$ cat src/rtl/chimpo_control.sv
// chimpo_control: multicycle CPU control FSM; define CHIMPO_MEMWAIT_EN to stall memory states until mem_ready
module chimpo_control #(
  parameter logic [3:0] OP_HALT = 4'hF
) (
  input  logic       CLK,
  input  logic       reset,
  input  logic [3:0] Op,
  input  logic       mem_ready,
  input  logic       mem_err,
  output logic       PCWrite,
  output logic [1:0] PCWriteCond,
  output logic [1:0] MemAddr,
  output logic       MemRead,
  output logic       MemWrite,
  output logic       IRWrite,
  output logic       RegWrite,
  output logic       RegDst,
  output logic       MemtoReg,
  output logic       ALUSrcA,
  output logic [2:0] ALUSrcB,
  output logic [2:0] aluOpOut,
  output logic [1:0] PCSource,
  output logic [3:0] current_state,
  output logic       fault
);
  typedef enum logic [3:0] {
    FETCH  = 4'h0, DECODE = 4'h1, MEMADR = 4'h2, MEMRD = 4'h3,
    MEMWB  = 4'h4, MEMWR  = 4'h5, EXEC   = 4'h6, RCOMP = 4'h7,
    BRANCH = 4'h8, JUMP   = 4'h9, IEXEC  = 4'hA, ICOMP = 4'hB,
    HALT   = 4'hC, ERROR  = 4'hD
  } state_t;
  state_t state, next, s;
  logic ready;
`ifdef CHIMPO_MEMWAIT_EN
  assign ready = mem_ready;
`else
  logic unused_ready;
  assign unused_ready = mem_ready;
  assign ready = 1'b1;
`endif
  assign current_state = state;
  assign fault = (state == ERROR);
  // Next-state and outputs; reset forces FETCH outputs with the PC/IR loads held off
  always_comb begin
    s = reset ? state : FETCH;
    next = state;
    PCWrite = 1'b0;
    PCWriteCond = 2'd0;
    MemAddr = 2'd0;
    MemRead = 1'b0;
    MemWrite = 1'b0;
    IRWrite = 1'b0;
    RegWrite = 1'b0;
    RegDst = 1'b0;
    MemtoReg = 1'b0;
    ALUSrcA = 1'b0;
    ALUSrcB = 3'd0;
    aluOpOut = 3'd0;
    PCSource = 2'd0;
    case (s)
      FETCH: begin
        MemRead = 1'b1;
        IRWrite = ready & ~mem_err;
        PCWrite = ready & ~mem_err;
        ALUSrcB = 3'd1;
        next = mem_err ? ERROR : ready ? DECODE : FETCH;
      end
      DECODE: begin
        ALUSrcB = 3'd3;
        next = (Op <= 4'd3) ? EXEC :
               (Op == 4'd4) ? IEXEC :
               (Op == 4'd5 || Op == 4'd6) ? MEMADR :
               (Op == 4'd7 || Op == 4'd8) ? BRANCH :
               (Op == 4'd9) ? JUMP :
               (Op == OP_HALT) ? HALT : ERROR;
      end
      MEMADR, IEXEC: begin
        ALUSrcA = 1'b1;
        ALUSrcB = 3'd2;
        next = (s == IEXEC) ? ICOMP : (Op == 4'd5) ? MEMRD : MEMWR;
      end
      MEMRD: begin
        MemAddr = 2'd1;
        MemRead = 1'b1;
        next = mem_err ? ERROR : ready ? MEMWB : MEMRD;
      end
      MEMWR: begin
        MemAddr = 2'd1;
        MemWrite = 1'b1;
        next = mem_err ? ERROR : ready ? FETCH : MEMWR;
      end
      MEMWB: begin
        RegWrite = 1'b1;
        MemtoReg = 1'b1;
        next = FETCH;
      end
      EXEC: begin
        ALUSrcA = 1'b1;
        aluOpOut = Op[2:0];
        next = RCOMP;
      end
      RCOMP: begin
        RegWrite = 1'b1;
        RegDst = 1'b1;
        next = FETCH;
      end
      ICOMP: begin
        RegWrite = 1'b1;
        next = FETCH;
      end
      BRANCH: begin
        ALUSrcA = 1'b1;
        aluOpOut = 3'd1;
        PCSource = 2'd1;
        PCWriteCond = (Op == 4'd7) ? 2'b01 : 2'b10;
        next = FETCH;
      end
      JUMP: begin
        PCWrite = 1'b1;
        PCSource = 2'd2;
        next = FETCH;
      end
      default: next = state;
    endcase
    if (!reset) begin
      PCWrite = 1'b0;
      IRWrite = 1'b0;
    end
  end
  // State register with synchronous active-low reset
  always_ff @(posedge CLK) begin
    if (!reset) state <= FETCH;
    else state <= next;
  end
endmodule

$ cat config.mk
export PLATFORM = sky130hd
export DESIGN_NAME = chimpo_control
export DESIGN_NICKNAME = d
export VERILOG_FILES = /design/src/rtl/chimpo_control.sv
export SDC_FILE = /design/constraint.sdc
export NUM_CORES = 1
export LEC_CHECK = 0
export ABC_CLOCK_PERIOD_IN_PS = 1300
export CORE_AREA = 2 2 45 47
export CTS_BUF_LIST = sky130_fd_sc_hd__clkbuf_2 sky130_fd_sc_hd__clkbuf_4 sky130_fd_sc_hd__clkbuf_8
export CTS_CLUSTER_DIAMETER = 40
export DETAILED_ROUTE_END_ITERATION = 12
export DIE_AREA = 0 0 47 49
export GPL_ROUTABILITY_DRIVEN = 0
export PLACE_DENSITY = 0.72
export SLEW_MARGIN = 40
export SYNTH_ARGS = -nofsm -noshare
export SYNTH_HDL_FRONTEND = slang
export SYNTH_SLANG_ARGS = --single-unit
$ cat constraint.sdc
create_clock -name CLK -period 1.3 [get_ports CLK]
set_input_delay 0.13 -clock CLK [delete_from_list [all_inputs] [get_ports CLK]]
set_output_delay 0.13 -clock CLK [all_outputs]
set_load 0.02 [all_outputs]
==> tab_implementation.tex <==
\begin{tabular}{lr}
\hline
Metric & Value \\
\hline
\multicolumn{2}{l}{\textbf{Outcome}} \\
\quad Status & finished with violations \\
\quad Failing checks & negative setup slack \\
\multicolumn{2}{l}{\textbf{STA}} \\
\quad Final setup violation count & 24 \\
\quad Final Skew & 3.25 ps \\
\quad Final hold viol count & 0 \\
\quad Minimum setup slack in the final design & -441 ps \\
\quad RSZ-0062 raised after global routing & true \\
\quad Period Utilization, post-route & 134\% \\
\quad Final slew viol count & 0 \\
\quad Max frequency & 574 MHz \\
\quad Clock period minus final worst setup slack & 1740 ps \\
\quad Setup tns final & -6600 ps \\
\multicolumn{2}{l}{\textbf{Route}} \\
\quad Total number of vias & 1260 \\
\quad Routed via count divided by cell count & 6.36 \\
\quad Initial DRC Count & 106 \\
\quad Remaining number of nets flagged by the antenna check after routing & 0 \\
\quad Pre-antenna DRT Iters & 7 \\
\quad Avg WL per Cell & 25.3 µm \\
\quad DRC errors left & 0 \\
\quad Post-detailed-routing wire length & 5.01 mm \\
\multicolumn{2}{l}{\textbf{Placed design}} \\
\quad Instance area at placement & 1170 µm² \\
\quad HPWL after detailed placement & 1.68 mm \\
\quad Input/output buffers & 29 \\
\quad Minimum setup slack after placement & -875 ps \\
\quad Post-Place Cells & 174 \\
\multicolumn{2}{l}{\textbf{Synth}} \\
\quad Yosys reg bits & 4 \\
\quad Share of synthesized flip-flops with an asynchronous set or reset & 0\% \\
\quad Dominant register cell in the synthesized netlist & dfxtp\_1 \\
\quad Portion of the post-synthesis area used by sequential elements & 12.6\% \\
\quad Count of unique library cells instantiated by Yosys & 41 \\
\quad Warning count from the yosys run & 0 \\
\quad Average cell area after synthesis & 6.59 µm² \\
\quad Synthesized netlist cell count & 96 \\
\quad EDFF count, synth & 0 \\
\quad Post-synth design cell area & 633 µm² \\
\multicolumn{2}{l}{\textbf{Floorplan}} \\
\quad Die footprint & 2300 µm² \\
\quad Die Height & 49 µm \\
\quad Die extent in x & 47 µm \\
\quad Starting density of the core & 34.4\% \\
\quad Number of placement rows & 16 \\
\quad Top-level I/O count & 33 \\
\quad CORE AREA & 1840 µm² \\
\multicolumn{2}{l}{\textbf{Setup path}} \\
\quad Timing startpoint of the critical path & current\_state[0] \\
\quad Crit-path cells & or3b\_4 -> nor4\_4 -> or2\_4 -> buf\_6 \\
\quad Master of the slowest instance on the critical path & or3b\_4 \\
\quad Crit path buf inv count & 1 \\
\quad Worst Setup Path Type & reg2out \\
\quad Kind of capture point of the worst setup path & output port \\
\quad Critical Path RT & 1170 ps \\
\quad Longest individual stage delay on the worst path & 430 ps \\
\quad CP top delay family & simple AND/OR/NAND/NOR gates \\
\quad Startpoint of the most critical register-to-register path & current\_state[2] \\
\quad Largest fanout on the critical path & 3 \\
\quad Startpoint kind of the worst setup timing path & flip-flop \\
\quad Worst EP arrival & 1610 ps \\
\multicolumn{2}{l}{\textbf{Clocking}} \\
\quad Clock tree from TritonCTS & yes \\
\quad Deepest level of the CTS H-tree & 1 \\
\quad Clock Tree Root & clkbuf\_4 \\
\quad Max clock buf depth & 2 \\
\quad CTS sink cnt & 4 \\
\quad Clock-pin transition on the worst setup and hold timing paths & 50 ps \\
\quad Number of CTS-inserted buffers & 3 \\
\quad Clock Latency Late Sink & 270 ps \\
\multicolumn{2}{l}{\textbf{Min path}} \\
\quad Hold Path Origin & reset \\
\quad Class of the most critical hold timing path & in2reg \\
\multicolumn{2}{l}{\textbf{Global routing}} \\
\quad Largest net degree at the start of global routing & 18 \\
\quad Via count of the first global-routing pass & 1060 \\
\quad GRT Util Overall & 31.0\% \\
\quad Global-route wire length before repair & 5.11 mm \\
\quad Remaining Overflow, GRT & 0 \\
\quad Antenna violations before repair & 0 \\
\multicolumn{2}{l}{\textbf{Finish}} \\
\quad Design Area, Final & 1790 µm² \\
\quad Number of cells in the finished layout apart from fillers & 198 \\
\quad Number of diodes & 0 \\
\quad Largest register FFs & 4 \\
\quad Fraction of layout cells with a size suffix above 1 & 77.8\% \\
\quad \# nets final & 180 \\
\quad Layout Area Growth over Synthesis & 182\% \\
\quad Total of fill cells in the finished design & 36 \\
\quad Most common cell after layout, fill and taps aside & buf\_6 \\
\quad Commonest non-fill, non-tap cells in the layout & 33 x buf\_6, 32 x buf\_4, 9 x nor2\_4 \\
\multicolumn{2}{l}{\textbf{Pwr}} \\
\quad Leak & 0.760 nW \\
\quad Power density over the cells & 992 nW/µm² \\
\quad Power Total & 1.77 mW \\
\quad IR drop worst, VDD & 0.000888 V \\
\multicolumn{2}{l}{\textbf{Flow run}} \\
\quad Max capacitance violation total & 0 \\
\hline
\end{tabular}
==> metrics by stage <==
| step | utilization [%] | hold slack (ps) |
|---|---|---|
| 2_1_floorplan | - | 292 |
| 3_3_place_gp | 63.5 | 710 |
| 3_5_place_dp | 63.5 | 708 |
| 4_1_cts | 79.7 | 462 |
| 5_1_grt | 96.9 | 511 |
| 6_report | 96.9 | 496 |
==> layout make-up <==
cell class / count / area, µm² / area share, %
timing repair buffer: 79 / 758 / 42.5
inverter: 3 / 16.3 / 0.911
tap: 27 / 33.8 / 1.89
sequential: 4 / 92.6 / 5.19
multi-input combinational: 81 / 855 / 47.9
clock buffer: 4 / 30.0 / 1.68
==> cells in the mapped netlist, types with 2 or more instances <==
master	count	area (µm²)
a21oi_1	4	20.0
a221oi_1	2	17.5
and2_1	5	31.3
and3_1	2	12.5
buf_2	4	20.0
buf_4	2	15.0
clkbuf_1	2	7.51
dfxtp_1	4	80.1
inv_1	2	7.51
nand2_1	11	41.3
nand2b_1	5	31.3
nor2_1	12	45.0
nor2b_1	4	25.0
nor3_1	4	20.0
o21ai_0	3	15.0
o21ai_1	2	10.0
o31ai_1	2	15.0
or3b_1	2	17.5
xor2_1	2	17.5
==> routing by layer <==
metal | vias up | global-route usage, % | wire (µm)
met1 | 595 | 35.3 | 1750
met4 | 0 | 15.3 | 346
met2 | 140 | 51.4 | 2320
li1 | 486 | - | -
met3 | 39 | 7.41 | 589
met5 | - | 0 | 0
==> cell families (layout without fill, tap and decap cells) <==
logic type	after synthesis	count (layout)	share of synthesized area (%)
buffers and inverters	12	86	10.3
other	1	2	0.592
flip-flops	4	4	12.6
AO/OA/AOI/OAI	21	21	22.7
AND/OR/NAND/NOR	55	55	49.6
XOR/XNOR	3	3	4.15
==> what timing repair did <==
action	in CTS	in global routing
resized for setup	161	68
endpoints found under the setup margin	27	25
hold buffers	0	0
setup buffers	13	8
pin swaps	12	13
==> where the power goes <==
group          internal, mW  total, mW  switching (mW)
logic                 0.662       1.36           0.701
clock network         0.139      0.230          0.0913
registers             0.147      0.178          0.0314
total                 0.947       1.77           0.823
==> worst min-delay path, stage by stage <==
cell and delay (ps):
dlygate4sd2_1 280, buf_6 190, o31a_1 120
==> final timing paths <==
check / cells past startpoint / to / slack [ps]
min reg2reg: 3 / current_state[0] / 800
max: 4 / PCWrite / -440
min: 3 / current_state[2] / 500
max reg2reg: 7 / current_state[0] / -380
No activity file was read; power rests on OpenSTA's default activity.
